**src/rtl/ped_signal_ctrl.sv**
```systemverilog
// Pedestrian WALK / DON'T-WALK controller slaved to the vehicle semaphore lamps.
// Optional build macro PED_RECALL_EN: grant WALK on every red rise without a button press.
module ped_signal_ctrl #(
    parameter int WALK_CYCLES  = 30,
    parameter int FLASH_CYCLES = 16,
    parameter int FLASH_HALF   = 2
) (
    input  logic       clk,
    input  logic       rst,
    input  logic       ped_btn,
    input  logic       red,
    input  logic       yellow,
    input  logic       green,
    output logic       walk,
    output logic       dont_walk,
    output logic       req_pending,
    output logic [3:0] state_out
);
    localparam int CMAX = (WALK_CYCLES > FLASH_CYCLES) ? WALK_CYCLES : FLASH_CYCLES;
    localparam int CW   = $clog2(CMAX > 2 ? CMAX : 2);
    localparam int BW   = $clog2(FLASH_HALF > 2 ? FLASH_HALF : 2);

    typedef enum logic [3:0] {
        DARK  = 4'b0001,
        STOP  = 4'b0010,
        WALK  = 4'b0100,
        FLASH = 4'b1000
    } state_t;

    state_t        state;
    logic [CW-1:0] cnt;
    logic [BW-1:0] bcnt;
    logic          blink;
    logic          red_q;
    logic          btn_q;
    logic          lamp_ok;
    logic          red_rise;
    logic          btn_rise;
    logic          grant;

    assign lamp_ok  = (red & ~yellow & ~green) | (~red & yellow & ~green) | (~red & ~yellow & green);
    assign red_rise = red & ~red_q;
    assign btn_rise = ped_btn & ~btn_q;
`ifdef PED_RECALL_EN
    assign grant = red_rise;
`else
    assign grant = red_rise & req_pending;
`endif
    assign state_out = state;

    always_ff @(posedge clk) begin
        if (rst) begin
            state       <= DARK;
            walk        <= 1'b0;
            dont_walk   <= 1'b0;
            req_pending <= 1'b0;
            cnt         <= '0;
            bcnt        <= '0;
            blink       <= 1'b0;
            red_q       <= 1'b0;
            btn_q       <= 1'b0;
        end else begin
            red_q <= red;
            btn_q <= ped_btn;
            // Semaphore off or showing an illegal combination: blank both lamps.
            if (!lamp_ok) begin
                state       <= DARK;
                walk        <= 1'b0;
                dont_walk   <= 1'b0;
                req_pending <= 1'b0;
                cnt         <= '0;
                bcnt        <= '0;
                blink       <= 1'b0;
            end else begin
                case (state)
                    DARK: begin
                        state     <= STOP;
                        walk      <= 1'b0;
                        dont_walk <= 1'b1;
                    end
                    STOP: begin
                        if (grant) begin
                            state       <= WALK;
                            walk        <= 1'b1;
                            dont_walk   <= 1'b0;
                            cnt         <= CW'(WALK_CYCLES - 1);
                            req_pending <= 1'b0;
                        end else begin
                            walk      <= 1'b0;
                            dont_walk <= 1'b1;
                            if (btn_rise) req_pending <= 1'b1;
                        end
                    end
                    WALK: begin
                        if (!red) begin
                            state     <= STOP;
                            walk      <= 1'b0;
                            dont_walk <= 1'b1;
                            cnt       <= '0;
                        end else if (cnt == '0) begin
                            state     <= FLASH;
                            walk      <= 1'b0;
                            dont_walk <= 1'b1;
                            cnt       <= CW'(FLASH_CYCLES - 1);
                            blink     <= 1'b1;
                            bcnt      <= BW'(FLASH_HALF - 1);
                        end else begin
                            cnt <= cnt - 1'b1;
                        end
                    end
                    FLASH: begin
                        if (!red || cnt == '0) begin
                            state     <= STOP;
                            walk      <= 1'b0;
                            dont_walk <= 1'b1;
                            cnt       <= '0;
                            bcnt      <= '0;
                            blink     <= 1'b0;
                        end else begin
                            cnt <= cnt - 1'b1;
                            // Lamp follows the next blink value so it changes on this edge.
                            if (bcnt == '0) begin
                                blink     <= ~blink;
                                dont_walk <= ~blink;
                                bcnt      <= BW'(FLASH_HALF - 1);
                            end else begin
                                bcnt <= bcnt - 1'b1;
                            end
                        end
                    end
                    default: begin
                        state     <= DARK;
                        walk      <= 1'b0;
                        dont_walk <= 1'b0;
                        cnt       <= '0;
                    end
                endcase
            end
        end
    end
endmodule
```
**config.mk**
```make
export PLATFORM = sky130hd
export DESIGN_NAME = ped_signal_ctrl
export DESIGN_NICKNAME = d
export VERILOG_FILES = /design/src/rtl/ped_signal_ctrl.sv
export SDC_FILE = /design/constraint.sdc
export NUM_CORES = 1
export LEC_CHECK = 0
export BUFFER_PORTS_ARGS = -buffer_cell sky130_fd_sc_hd__buf_2
export CAP_MARGIN = 20
export CORE_MARGIN = 2
export CORE_UTILIZATION = 50
export DETAILED_ROUTE_END_ITERATION = 8
export PLACE_DENSITY = 0.81
export REMOVE_ABC_BUFFERS = 1
export SLEW_MARGIN = 20
export SYNTH_ARGS = -nofsm -noshare
export SYNTH_HDL_FRONTEND = slang
export SYNTH_SLANG_ARGS = --single-unit
```
**constraint.sdc**
```tcl
create_clock -name clk -period 3.05 [get_ports clk]
set_clock_uncertainty 0.2 [all_clocks]
set_input_delay 0.305 -clock clk [delete_from_list [all_inputs] [get_ports clk]]
set_output_delay 0.305 -clock clk [all_outputs]
set_load 0.02 [all_outputs]
```
==> impl_metrics.tcl <==
set metrics [dict create \
    intPower_uw 302 \
    clk_path_buf_depth 2 \
    yosysWarnings 0 \
    drtIter0Drc 37 \
    maxCapViolations 0 \
    cts_tree "built" \
    end_kind "flip-flop" \
    pwr-share-clk_pct 35.5 \
    hold_path_depth 2 \
    die_x_um 46.1 \
    hold_viol 0 \
    ant_nets 0 \
    leakage_uw 0.000344 \
    status "completed" \
    setup_viol 0 \
    pre_cts_ws_ns 1.00 \
    wl_um 2040 \
    layout-drive-gt1-share_pct 16.1 \
    root_buffer "clkbuf_4" \
    critPathLaunchType "primary input" \
    max_slew.worst_pin.slew_ns 1.05 \
    start_util_pct 52.4 \
    via_count 854 \
    synth_edf_count 0 \
    die_h_um 46.1 \
    worstHoldPathType "in2reg" \
    tns_ns 0 \
    cts_resized 0 \
    gr-total-overflow 0 \
    clkLatencyLatePin_ns 0.29 \
    io_pins 13 \
    ys_ff_latch 16 \
    core_um2 1690 \
    htreeDepth 1 \
    synth_flop_cell "dfxtp_1" \
    seq_power_share_pct 54.5 \
    wl_per_cell_um 15.1 \
    ff2ff_path_depth 3 \
    cts_buffers 3 \
    netlist_area_um2 885 \
    ir_drop_mv 0.347 \
    die-area_um2 2120 \
    gp_congestion 0.797 \
    port_buffers 12 \
    slew_viol_final 0 \
    p_switching_uw 102 \
    grt_pass1_wl_um 3220 \
    setup_slack_ns 0.924 \
    drc 0 \
    clock-sinks 16 \
    final.min_clock_period_ns 2.13 \
    grtUsageTotal_pct 21.3 \
    clk_pin_slew_ns 0.10 \
    timing.fmax_mhz 470 \
    seq_area_frac_synth_pct 36.2 \
    via_per_inst 6.33 \
    critPathArrivalTime_ns 2.15 \
    grt_pass1_vias 754 \
    antenna_cells 0 \
    area_growth_pct 10.5 \
    fp-row-count 15 \
    synthesis.instances 107 \
    powerDensity_nw_per_um2 413 \
    dp_hpwl_um 1410 \
    finalCritPeriodShare_pct 69.7 \
    fin_nets 126 \
    swShare_pct 25.2 \
    synth.avg_cell_area_um2 8.27 \
    slew_headroom_pct 29.6 \
    grt_max_degree 20 \
    async_flop_share_pct 0 \
    combPwrFrac_pct 10.0 \
    synth_cell_types 34 \
    crit_type "in2reg" \
    first_pass_iters 4 \
    antenna_found_initial 0 \
    crit_fanout 14 \
    rsz0062_at_grt "no" \
    required_ns 3.07 \
]
## Yosys cell counts (4+ instances only)
cell       n  area (um^2)
a21oi_1   13         65.1
o211ai_1   5         37.5
nor2_1     8         30.0
nand2_1    4         15.0
o21ai_0    4         20.0
or4b_1     6         60.1
nor3_1     6         30.0
dfxtp_1   16          320
inv_1      6         22.5
nor2b_1    5         31.3
## metal layers
| layer | global-route usage, % | vias up | wire (um) |
|---|---|---|---|
| met1 | 25.2 | 412 | 861 |
| li1 | - | 414 | - |
| met3 | 5.88 | 2 | 83 |
| met2 | 37.2 | 26 | 1090 |
| met4 | 5.71 | 0 | 12 |
| met5 | 0 | - | 0 |
## what timing repair did
action,CTS,global route
hold endpoints to repair,2,0
hold buffers,1,0
buffers inserted,0,0
## worst max-delay path, cell delays in order
cell           delay (ns)
dlygate4sd3_1        0.53
buf_2                0.13
inv_1                0.05
o211ai_1             0.39
or4b_1               0.66
o31ai_1              0.07
## cells by family (layout without fill, tap and decap cells)
| group | Yosys count | in the layout | share of synthesized area (%) |
|---|---|---|---|
| simple gates | 44 | 44 | 32.0 |
| compound gates | 31 | 31 | 20.9 |
| flops | 16 | 16 | 36.2 |
| buf+inv | 12 | 23 | 6.51 |
| xor+xnor | 3 | 3 | 2.97 |
| fa+ha+maj | 1 | 1 | 1.41 |
## power by group through the flow
| stage | clock (uW) | combinational (uW) | sequential [uW] |
|---|---|---|---|
| floorplan | 0 | 20.0 | 228 |
| global placement | 0 | 37.9 | 224 |
| detailed placement | 0 | 39.1 | 225 |
| CTS | 147 | 40.3 | 220 |
| global route | 154 | 44.5 | 221 |
| finish | 143 | 40.4 | 220 |
## path summary, 6_finish.rpt
check / end / slack, ns / startpoint
min: btn_q / 0.04 / ped_btn
min reg2reg: cnt[1] / 0.29 / cnt[1]
max reg2reg: blink / 0.97 / state_out[3]
max: dont_walk / 0.92 / rst
## through the flow
| stage | utilization [%] | instances | cell area [um^2] | power [uW] | hold slack, ns |
|---|---|---|---|---|---|
| 2_1_floorplan | - | 101 | 850 | 248 | 0.177 |
| 3_3_place_gp | 55.1 | 130 | 931 | 262 | 0.260 |
| 3_5_place_dp | 55.1 | 130 | 931 | 264 | 0.274 |
| 4_1_cts | 57.9 | 135 | 977 | 407 | 0.0371 |
| 5_1_grt | 57.9 | 135 | 977 | 419 | 0.0307 |
| 6_report | 57.9 | 135 | 977 | 404 | 0.0413 |
## final cells by class
type,instances,area [um^2]
fillers,150,712
well taps,17,21.3
multi-input cells,79,507
flip-flops and latches,16,320
repair buffers,13,70.1
inverters,6,22.5
clock buffers,4,36.3
## cells in the final DEF (no fill, tap or decap), types with 2 or more instances in the layout
cell / count
clkbuf_4: 3
nor2b_1: 5
nor3b_1: 2
o211ai_1: 5
dfxtp_1: 16
o21ai_1: 3
nor2_1: 8
o21ai_0: 4
nor4b_1: 3
nand2_1: 4
a21oi_1: 13
xnor2_1: 2
or4b_1: 6
nor3_1: 6
buf_2: 12
and3_1: 3
inv_1: 6
## flip-flops by register name, indices dropped and copies added, names as in the netlist
| name | count |
|---|---|
| blink | 1 |
| dont_walk | 1 |
| red_q | 1 |
| cnt | 5 |
| req_pending | 1 |
| bcnt | 1 |
| btn_q | 1 |
| state_out | 4 |
| walk | 1 |
Power figures use the tool's default switching activity.
